File: src/rtl/song_recorder_if.sv
// ---------------------------------------------------------------------------
// song_recorder_if
//   Write port from the song recorder into the song-map RAM.
//
//   Handshake: wr_en is a valid-only strobe. The RAM has no ready signal. It
//   must accept a write in every cycle where wr_en=1. wr_addr and wr_data are
//   meaningful only while wr_en=1. At all other times they hold their last
//   value.
//
//   Signals
//     wr_en    1       one-cycle write strobe
//     wr_addr  ADDR_W  entry index being written
//     wr_data  8       {note_id[3:0], beats[3:0]}
//
//   Modports
//     master  the recorder (drives the port)
//     slave   the map RAM (receives the port)
// ---------------------------------------------------------------------------
interface song_recorder_if #(
  parameter int ADDR_W = 6
);
  logic              wr_en;
  logic [ADDR_W-1:0] wr_addr;
  logic [7:0]        wr_data;

  modport master (output wr_en, output wr_addr, output wr_data);
  modport slave  (input  wr_en, input  wr_addr, input  wr_data);
endinterface

File: src/rtl/song_recorder.sv
// ---------------------------------------------------------------------------
// song_recorder
//   Samples a 12-key one-hot keyboard once per beat. It run-length encodes the
//   samples into {note_id, beats} song-map entries, in the same format that
//   the song engine plays back.
//
//   Parameters
//     MAP_DEPTH    number of map entries the RAM holds; writes stop there
//     ADDR_W       width of wr_addr / entry_count (2**ADDR_W >= MAP_DEPTH)
//
//   Ports
//     game_clock   single clock; all logic on posedge
//     reset        synchronous, active-high
//     record_en    level: high = record, low = stop and flush
//     beat_en      one-cycle strobe per beat; keys are sampled only then
//     keys         one-hot key state, bit0 = lowest note, 0 = rest
//     wr_port      map RAM write port (wr_en / wr_addr / wr_data)
//     entry_count  entries written since the last recording started
//     busy         high while recording or flushing
//     overflow     sticky: a run was lost because the map was full
//     state_dbg    current FSM state:
//                  0 = IDLE, 1 = RECORD, 2 = FLUSH, 3 = DONE
// ---------------------------------------------------------------------------
module song_recorder #(
  parameter int MAP_DEPTH = 42,
  parameter int ADDR_W    = 6
) (
  input  logic              game_clock,
  input  logic              reset,
  input  logic              record_en,
  input  logic              beat_en,
  input  logic [11:0]       keys,
  song_recorder_if.master   wr_port,
  output logic [ADDR_W-1:0] entry_count,
  output logic              busy,
  output logic              overflow,
  output logic [1:0]        state_dbg
);

  typedef enum logic [1:0] {
    IDLE   = 2'd0,
    RECORD = 2'd1,
    FLUSH  = 2'd2,
    DONE   = 2'd3
  } state_t;

  localparam logic [ADDR_W-1:0] FULL_COUNT = ADDR_W'(MAP_DEPTH);
  localparam logic [3:0]        REST_ID    = 4'd15;
  localparam logic [3:0]        MAX_LEN    = 4'd15;

  state_t state, state_n;

  // Pending run. A run_len of 0 means there is no run.
  logic [3:0] run_id;
  logic [3:0] run_len;

  // Registered write port.
  logic              wr_en_q;
  logic [ADDR_W-1:0] wr_addr_q;
  logic [7:0]        wr_data_q;

  // Datapath controls produced by the FSM.
  logic       clear_rec;   // new recording: zero the counters and the run
  logic       start_run;   // load (sample_id, 1) into the pending run
  logic       extend_run;  // pending run grows by one beat
  logic       clear_run;   // drop the pending run
  logic       emit;        // write the pending run to the map
  logic       set_ovf;     // an emit was due but the map is full

  logic [3:0] sample_id;
  logic       map_full;

  // -------------------------------------------------------------------------
  // Key encoder. The lowest set bit wins. Scanning from the top down lets the
  // lowest index overwrite any higher one. No key pressed encodes as rest.
  // -------------------------------------------------------------------------
  always_comb begin
    sample_id = REST_ID;
    for (int i = 11; i >= 0; i--) begin
      if (keys[i]) begin
        sample_id = 4'(i);
      end
    end
  end

  assign map_full = (entry_count == FULL_COUNT);

  // -------------------------------------------------------------------------
  // FSM: state register
  // -------------------------------------------------------------------------
  always_ff @(posedge game_clock) begin
    if (reset) begin
      state <= IDLE;
    end else begin
      state <= state_n;
    end
  end

  // -------------------------------------------------------------------------
  // FSM: next state and datapath controls
  // -------------------------------------------------------------------------
  always_comb begin
    state_n    = state;
    clear_rec  = 1'b0;
    start_run  = 1'b0;
    extend_run = 1'b0;
    clear_run  = 1'b0;
    emit       = 1'b0;
    set_ovf    = 1'b0;

    unique case (state)
      IDLE: begin
        if (record_en) begin
          state_n   = RECORD;
          clear_rec = 1'b1;
        end
      end

      RECORD: begin
        if (!record_en) begin
          // Stopping takes priority. A beat that arrives in the same cycle
          // is not counted.
          state_n = FLUSH;
        end else if (beat_en) begin
          if (run_len == 4'd0) begin
            start_run = 1'b1;
          end else if (sample_id == run_id && run_len != MAX_LEN) begin
            extend_run = 1'b1;
          end else if (map_full) begin
            // The finished run has no room in the map. The whole recording
            // ends here, and the new sample is discarded as well.
            set_ovf   = 1'b1;
            clear_run = 1'b1;
            state_n   = DONE;
          end else begin
            // A different note, or a run that is already 15 beats long.
            // Write out the old run and start a new one. The new run may
            // have the same id as the old one.
            emit      = 1'b1;
            start_run = 1'b1;
          end
        end
      end

      FLUSH: begin
        state_n   = DONE;
        clear_run = 1'b1;
        if (run_len != 4'd0) begin
          if (map_full) begin
            set_ovf = 1'b1;
          end else begin
            emit = 1'b1;
          end
        end
      end

      DONE: begin
        // record_en must be seen low before the next recording can start.
        // Without this, an immediate re-record would overwrite the map.
        if (!record_en) begin
          state_n = IDLE;
        end
      end

      default: begin
        state_n = IDLE;
      end
    endcase
  end

  // -------------------------------------------------------------------------
  // Datapath: pending run, entry counter, overflow flag, write port
  // -------------------------------------------------------------------------
  always_ff @(posedge game_clock) begin
    if (reset) begin
      run_id      <= 4'd0;
      run_len     <= 4'd0;
      entry_count <= '0;
      overflow    <= 1'b0;
      wr_en_q     <= 1'b0;
      wr_addr_q   <= '0;
      wr_data_q   <= 8'd0;
    end else begin
      wr_en_q <= emit;

      // wr_addr is the count before the increment. The count and the strobe
      // become visible in the same cycle.
      if (emit) begin
        wr_addr_q   <= entry_count;
        wr_data_q   <= {run_id, run_len};
        entry_count <= entry_count + ADDR_W'(1);
      end

      if (clear_rec) begin
        entry_count <= '0;
        wr_addr_q   <= '0;
        overflow    <= 1'b0;
      end

      if (set_ovf) begin
        overflow <= 1'b1;
      end

      if (clear_rec || clear_run) begin
        run_len <= 4'd0;
      end else if (start_run) begin
        run_id  <= sample_id;
        run_len <= 4'd1;
      end else if (extend_run) begin
        run_len <= run_len + 4'd1;
      end
    end
  end

  assign wr_port.wr_en   = wr_en_q;
  assign wr_port.wr_addr = wr_addr_q;
  assign wr_port.wr_data = wr_data_q;

  assign busy      = (state == RECORD) || (state == FLUSH);
  assign state_dbg = state;

endmodule

File: src/flat_wrapper.sv
// flat-port wrapper written by rule: the top's interface ports become plain ports
module song_recorder_flat 
#(
  parameter int MAP_DEPTH = 42,
  parameter int ADDR_W    = 6
)
  (game_clock, reset, record_en, beat_en, keys, entry_count, busy, overflow, state_dbg, wr_port_wr_en, wr_port_wr_addr, wr_port_wr_data);
  song_recorder_if #(.ADDR_W(ADDR_W)) wr_port_i ();
  input  logic game_clock;
  input  logic reset;
  input  logic record_en;
  input  logic beat_en;
  input  logic [11:0] keys;
  output logic [ADDR_W-1:0] entry_count;
  output logic busy;
  output logic overflow;
  output logic [1:0] state_dbg;
  output wire logic [$bits(wr_port_i.wr_en)-1:0] wr_port_wr_en;
  output wire logic [$bits(wr_port_i.wr_addr)-1:0] wr_port_wr_addr;
  output wire logic [$bits(wr_port_i.wr_data)-1:0] wr_port_wr_data;
  assign wr_port_wr_en = wr_port_i.wr_en;
  assign wr_port_wr_addr = wr_port_i.wr_addr;
  assign wr_port_wr_data = wr_port_i.wr_data;
  song_recorder #(.MAP_DEPTH(MAP_DEPTH), .ADDR_W(ADDR_W)) u_core (.game_clock(game_clock), .reset(reset), .record_en(record_en), .beat_en(beat_en), .keys(keys), .wr_port(wr_port_i), .entry_count(entry_count), .busy(busy), .overflow(overflow), .state_dbg(state_dbg));
endmodule
File: config.mk
export PLATFORM = sky130hd
export DESIGN_NAME = song_recorder_flat
export DESIGN_NICKNAME = d
export VERILOG_FILES = /design/src/rtl/song_recorder_if.sv /design/src/rtl/song_recorder.sv /design/src/flat_wrapper.sv
export SDC_FILE = /design/constraint.sdc
export NUM_CORES = 1
export LEC_CHECK = 0
export CAP_MARGIN = 20
export CORE_MARGIN = 8
export CORE_UTILIZATION = 53
export CTS_CLUSTER_SIZE = 12
export DETAILED_ROUTE_END_ITERATION = 12
export MAX_ROUTING_LAYER = met4
export PLACE_DENSITY_LB_ADDON = 0.05
export SLEW_MARGIN = 20
export SYNTH_ARGS = -nofsm -noshare
export SYNTH_HDL_FRONTEND = slang
export SYNTH_SLANG_ARGS = --single-unit
File: constraint.sdc
create_clock -name game_clock -period 4.6 [get_ports game_clock]
set_input_delay 0.46 -clock game_clock [delete_from_list [all_inputs] [get_ports game_clock]]
set_output_delay 0.46 -clock game_clock [all_outputs]
set_load 0.1 [all_outputs]
==> results of run 1 <==
-- layout by cell type (no fill, tap or decap), drive strengths merged, types with 8 or more instances in the layout --
master and n:
inv 9, nor2 27, ha 9, mux2i 16, clkdlybuf4s50 40, o21ai 13, nand2 14, a21oi 12
dfxtp 32, or3 8
-- worst max-delay path, stage by stage, from the launching register on --
cell             delay, ns
dfxtp_1               0.41
inv_1                 0.14
ha_1                  0.41
clkdlybuf4s50_1       1.17
-- power by group --
group | internal (mW) | total [mW] | leakage [nW] | switching (mW)
Combinational | 0.0850 | 0.286 | 0.600 | 0.201
Sequential | 0.286 | 0.298 | 0.258 | 0.0123
Clock | 0.113 | 0.217 | 0.0412 | 0.104
-- flip-flops by register name (all words and copies together) (netlist names) --
| signal | count |
|---|---|
| u_core.run_id | 4 |
| u_core.wr_port.wr_addr | 6 |
| u_core.state_dbg | 2 |
| u_core.entry_count | 6 |
| u_core.overflow | 1 |
| u_core.wr_port.wr_en | 1 |
| u_core.wr_port.wr_data | 8 |
| u_core.run_len | 4 |
-- worst max path at each step --
| stage | end | slack [ns] |
|---|---|---|
| global route | u_core.wr_port.wr_data[5]$_SDFFE_PP0P_ | 1.52 |
| CTS | busy | 1.64 |
| floorplan | u_core.entry_count[5]$_SDFFE_PP0P_ | 1.17 |
| global placement | u_core.wr_port.wr_data[7]$_SDFFE_PP0P_ | 1.43 |
| detailed placement | u_core.wr_port.wr_addr[5]$_SDFFE_PP0P_ | 1.34 |
| finish | busy | 1.66 |
-- metrics by stage --
step / cells / hold slack [ns] / power [mW] / setup WS [ns] / cell area (um2)
floorplan: 200 / 0.476 / 0.521 / 1.17 / 1770
global placement: 282 / 0.444 / 0.584 / 1.43 / 2200
detailed placement: 282 / 0.453 / 0.591 / 1.34 / 2200
CTS: 290 / 0.469 / 0.808 / 1.64 / 2280
global route: 290 / 0.512 / 0.842 / 1.52 / 2280
finish: 290 / 0.463 / 0.801 / 1.66 / 2280
-- final cells by class --
class,instances,area (um2)
multi-input combinational,154,1060
fill,310,973
sequential,32,641
timing repair buffer,41,408
tap,46,57.6
clock inverter,3,42.5
clock buffer,5,37.5
inverter,9,33.8
-- cells by family after synthesis --
family,share of synthesized area [%]
and+or+nand+nor,24.7
AOI/OAI and AO/OA,17.3
DFF,36.3
muxes,9.92
buffers and inverters,3.40
adders and majority gates,6.38
xor gates and xnor gates,1.98
-- metal layers --
layer	up-vias	track usage, %	routed length [um]
li1	802	-	-
met1	778	17.9	1710
met2	45	28.5	2090
met3	8	5.05	221
met4	0	7.98	77
met5	-	-	0
==> metrics.md, run 1 <==
| Metric | Value |
|---|---|
| Outcome | complete, no violations |
| WL/cell | 14.1 um |
| Post-synth top cells | dfxtp_1 (32), nor2_1 (27), mux2i_1 (16), nand2_1 (14), a21oi_1 (12) |
| Width of the chip | 73.7 um |
| Setup TNS | 0 ns |
| Post-layout nets | 268 |
| Worst min path class | reg -> reg |
| Overflow after GRT | 0 |
| Clock skew | 0.00787 ns |
| Die height | 73.7 um |
| Latest clock arrival within the worst-skew pair | 0.34 ns |
| Crit end category | output pin |
| I/O pin count | 41 |
| R2R depth | 8 |
| Clock tree sinks | 32 |
| Die footprint | 5430 um2 |
| DR iter-0 viols | 117 |
| Crit path time final | 2.94 ns |
| Critical R2R Capture | u_core.wr_port.wr_addr[5]$_SDFFE_PP0P_ |
| Core Box Area | 3260 um2 |
| Layout cells sized above 1 | 8.61% |
| Setup Buffers After CTS | 0 |
| Fin. Hold Viols | 0 |
| Final core occ | 70.1% |
| Worst Tran Pin Value | 0.983 ns |
| Top cells by area, synth | dfxtp_1 (36%), mux2i_1 (9.1%), ha_1 (6.4%), nor2_1 (5.7%), a21oi_1 (3.4%) |
| Mapped Nets | 225 |
| WS Path Type | reg -> out |
| Area growth, synth to finish | 29.4% |
| Final setup violation count | 0 |
| Worst reg2reg setup slack | 1.92 ns |
| Netlist cell types | 46 |
| RSZ-0062 raised after global routing | false |
| Placer Congestion | 0.928 |
| Reg2reg start | u_core.run_len[0]$_SDFFE_PP0P_ |
| Period utilization | 63.9% |
| Ant diodes | 0 |
| Hold Path Sink | u_core.overflow$_SDFFE_PP0P_ |
| Worst IR Drop VDD | 291 uV |
| Share of synthesized registers carrying an async set or reset | 0% |
| Slew Viols, Final | 0 |
| First-pass GRT wire length | 7.06 mm |
| Cell area after synthesis | 1770 um2 |
| Post-synth EDFFs | 0 |
| DP Wirelength | 3.16 mm |
| Detail-routed via count per cell | 5.63 |
| Antenna Violating Nets Remaining | 0 |
| Cell Rows | 21 |
| Initial core utilization | 54.2% |
| Largest net degree at the start of global routing | 21 |
| Ys Warns | 0 |
| Root buf cell | clkbuf_4 |
| Max clock buf depth | 2 |
| Count leader, synth | dfxtp_1 |
| CTS tree | built |
| Critical path launch point type | flip-flop |
| Sequential share of the synthesized area | 36.3% |
| #FFs+latches synth | 32 |
| Vias in the first global route | 1594 |
| Crit path DAT | 2.48 ns |
| Number of buffers added on ports | 40 |
| Top-area cell type share of the netlist area | 36.3% |
| H-tree Lvls | 2 |
| PD cells | 351 nW/um2 |
| Ys flop type | dfxtp_1 |
| Worst-path maximum fanout | 5 |
| GRT Resource Usage Total | 17.0% |
| Slew margin rel. | 34.2% |
| Yosys top cell by area | dfxtp_1 |
| Cts hold-fix bufs | 0 |
| FMAX | 0.340 GHz |
| Avg Cell Area, Syn | 8.83 um2 |
| Antenna violations before repair | 0 |
| CTS clk-pin slew, worst paths | 0.10 ns |
| MaxCap Viol Count | 0 |
| Total number of vias | 1633 |
| HP Start | u_core.overflow$_SDFFE_PP0P_ |
| DRT Pass-1 Iters | 4 |
| Mapped Cells | 200 |
| Post-cts resize count | 0 |
| Hold Crit Depth | 2 |
| Worst EP required | 4.14 ns |
| Worst setup path start | u_core.state_dbg[0]$_SDFFE_PP0P_ |
| Num CTS Buffers | 5 |
| DRT Wirelength | 4.10 mm |
| DRC | 0 |
| Leak | 0.899 nW |
Power figures use the tool's default switching activity.
==> run 2, diff against run 1 <==
--- a/config.mk
+++ b/config.mk
@@ -7,7 +7,7 @@
 export LEC_CHECK = 0
 export CAP_MARGIN = 20
 export CORE_MARGIN = 8
-export CORE_UTILIZATION = 53
+export CORE_UTILIZATION = 49
 export CTS_CLUSTER_SIZE = 12
 export DETAILED_ROUTE_END_ITERATION = 12
 export MAX_ROUTING_LAYER = met4
==> constraint.sdc (replaced) <==
create_clock -name game_clock -period 2.8 [get_ports game_clock]
set_input_delay 0.28 -clock game_clock [delete_from_list [all_inputs] [get_ports game_clock]]
set_output_delay 0.28 -clock game_clock [all_outputs]
set_load 0.1 [all_outputs]
==> metrics.md, run 2 (synthesis results as in run 1) <==
| Metric | Value |
|---|---|
| Post-cts resize count | 0 (unchanged) |
| Antenna Violating Nets Remaining | 0 (unchanged) |
| DRT Wirelength | 4.12 mm (+0.54%) |
| Slew margin rel. | 66.1% (+32 points) |
| Detail-routed via count per cell | 5.38 (-4.4%) |
| Num CTS Buffers | 5 (unchanged) |
| Largest net degree at the start of global routing | 14 (-33%) |
| WL/cell | 13.9 um (-1.8%) |
| Post-layout nets | 273 (+1.9%) |
| CTS clk-pin slew, worst paths | 0.10 ns (about the same) |
| First-pass GRT wire length | 7.18 mm (+1.7%) |
| Number of buffers added on ports | 40 (unchanged) |
| Ant diodes | 0 (unchanged) |
| Worst-path maximum fanout | 13 (+8) |
| Root buf cell | clkbuf_4 |
| RSZ-0062 raised after global routing | false |
| Cts hold-fix bufs | 0 (unchanged) |
| Max reg flops | 8 (unchanged) |
| Initial core utilization | 49.7% (-4.5 points) |
| Area growth, synth to finish | 28.2% |
| Die height | 76.0 um (+3.1%) |
| Critical path launch point type | input pin |
| Most frequent cells in the layout | buf_4 (31), dfxtp_1 (30), nor2_1 (27) |
| MaxCap Viol Count | 0 (unchanged) |
| Core Box Area | 3550 um2 (+9.0%) |
| WS Path Type | in -> reg |
| Placed cell count | 289 (+2.5%) |
| Slew Viols, Final | 0 (unchanged) |
| DP Wirelength | 3.27 mm (+3.6%) |
| Outcome | complete, no violations |
| DR iter-0 viols | 133 (+14%) |
| Total number of vias | 1598 (-2.1%) |
| Most common cell after layout, fill and taps aside | buf_4 |
| Slowest cell delay on critical path | 0.56 ns (-0.61 ns) |
| Critical-path top delay cell | clkdlybuf4s50_1 |
| Crit end category | flip-flop |
| Buf+Inv Stages, Crit Path | 3 (+1) |
| Clock tree sinks | 32 (unchanged) |
| Setup TNS | 0 ns (unchanged) |
| Clock skew | 0.00723 ns (-0.000636 ns) |
| Placed cell areas | 2190 um2 (-0.79%) |
| Setup Buffers After CTS | 0 (unchanged) |
| Worst EP required | 3.06 ns (-1.08 ns) |
| Cell Rows | 22 (+4.8%) |
| CTS tree | built |
| Total power | 1.32 mW (+64%) |
| CP delay by family, top | compound AO/OA/AOI/OAI gates |
| Final setup violation count | 0 (unchanged) |
| PD cells | 581 nW/um2 (+66%) |
| Period utilization | 86.2% |
| Final Cell Area | 2260 um2 (-0.93%) |
| Worst Tran Pin Value | 0.503 ns (-0.480 ns) |
| H-tree Lvls | 2 (unchanged) |
| Overflow after GRT | 0 (unchanged) |
| Leak | 0.972 nW (+8.1%) |
| FMAX | 0.414 GHz |
| Crit path DAT | 2.68 ns (+0.20 ns) |
| I/O pin count | 41 (unchanged) |
| Max clock buf depth | 2 (unchanged) |
| Placer Congestion | 0.846 (-8.8%) |
| DRT Pass-1 Iters | 4 (unchanged) |
| Width of the chip | 76.0 um (+3.1%) |
| Die footprint | 5780 um2 (+6.4%) |
| Vias in the first global route | 1618 (+1.5%) |
| Worst IR Drop VDD | 440 uV (+51%) |
| Fin. Hold Viols | 0 (unchanged) |
| Layout cells sized above 1 | 21.3% (+13 points) |
| Latest clock arrival within the worst-skew pair | 0.34 ns (about the same) |
| Filler cell count | 330 (+6.5%) |
| Crit path time final | 2.41 ns |
| Antenna violations before repair | 0 (unchanged) |
| GRT Resource Usage Total | 15.0% (-2.0 points) |
| Worst min path class | reg -> reg |
| Final Non-Filler Cells | 297 (+2.4%) |
| Final core occ | 63.7% (-6.4 points) |
| Critical Path, Cell by Cell | clkdlybuf4s50_1 > inv_1 > a221oi_1 > o22ai_1 > o21ai_4 > o31ai_4 > buf_4 > or3_1 > a21oi_1 |
| DRC | 0 (unchanged) |
==> run 2: cell count changes in the layout (fill, tap and decap cells not counted) <==
cell,change
clkbuf_1,+1
clkinvlp_4,-1
buf_4,+30
dfxtp_2,+2
ha_2,+1
ha_1,-1
clkdlybuf4s50_1,-25
dfxtp_1,-2
==> run 2: cell type report <==
cell class | instances | area [um2] | area share (%)
Multi-Input combinational cell | 154 | 1070 | 47.2
Clock inverter | 2 | 35.0 | 1.55
Clock buffer | 6 | 41.3 | 1.82
Timing Repair Buffer | 46 | 383 | 16.9
Inverter | 9 | 33.8 | 1.49
Sequential cell | 32 | 643 | 28.4
Tap cell | 48 | 60.1 | 2.65
==> run 2: through the flow <==
step / hold slack (ns) / setup WS [ns]
2_1_floorplan: 0.468 / 0.0406
3_3_place_gp: 0.446 / 0.0944
3_5_place_dp: 0.451 / 0.0311
4_1_cts: 0.466 / 0.391
5_1_grt: 0.485 / 0.202
6_report: 0.465 / 0.386
==> run 2: report_power, final <==
group          total [mW]  switching (mW)  internal, mW
clock network       0.347           0.160         0.187
registers           0.491          0.0190         0.472
logic               0.478           0.338         0.139
total                1.32           0.518         0.798
==> run 2: path summary, 6_finish.rpt <==
check                                                     from                                     end  slack (ns)  cells past startpoint
worst max-delay path                                   keys[6]      u_core.entry_count[4]$_SDFFE_PP0P_        0.39                      9
worst min-delay path              u_core.overflow$_SDFFE_PP0P_            u_core.overflow$_SDFFE_PP0P_        0.46                      2
worst max register to register  u_core.run_len[0]$_SDFFE_PP0P_  u_core.wr_port.wr_data[3]$_SDFFE_PP0P_        0.48                      8
worst min register to register    u_core.overflow$_SDFFE_PP0P_            u_core.overflow$_SDFFE_PP0P_        0.46                      2
==> run 2: metal layers <==
layer	vias to the layer above	routed length, um	part of all wire, %	GRT usage (%)
met1	744	1860	45	16.0
met5	-	0	0	-
met2	33	2050	50	25.8
met4	0	56	1.4	5.29
li1	814	-	-	-
met3	7	156	3.8	4.36
==> run 2: worst reg2reg max path, cell delays in order (launching register included) <==
cell and delay [ns]:
dfxtp_1 0.35, ha_1 0.23, nand3_1 0.12, or2b_2 0.30, mux2_4 0.31, o31ai_4 0.34, buf_4 0.27, mux2i_1 0.22
nor2_1 0.06
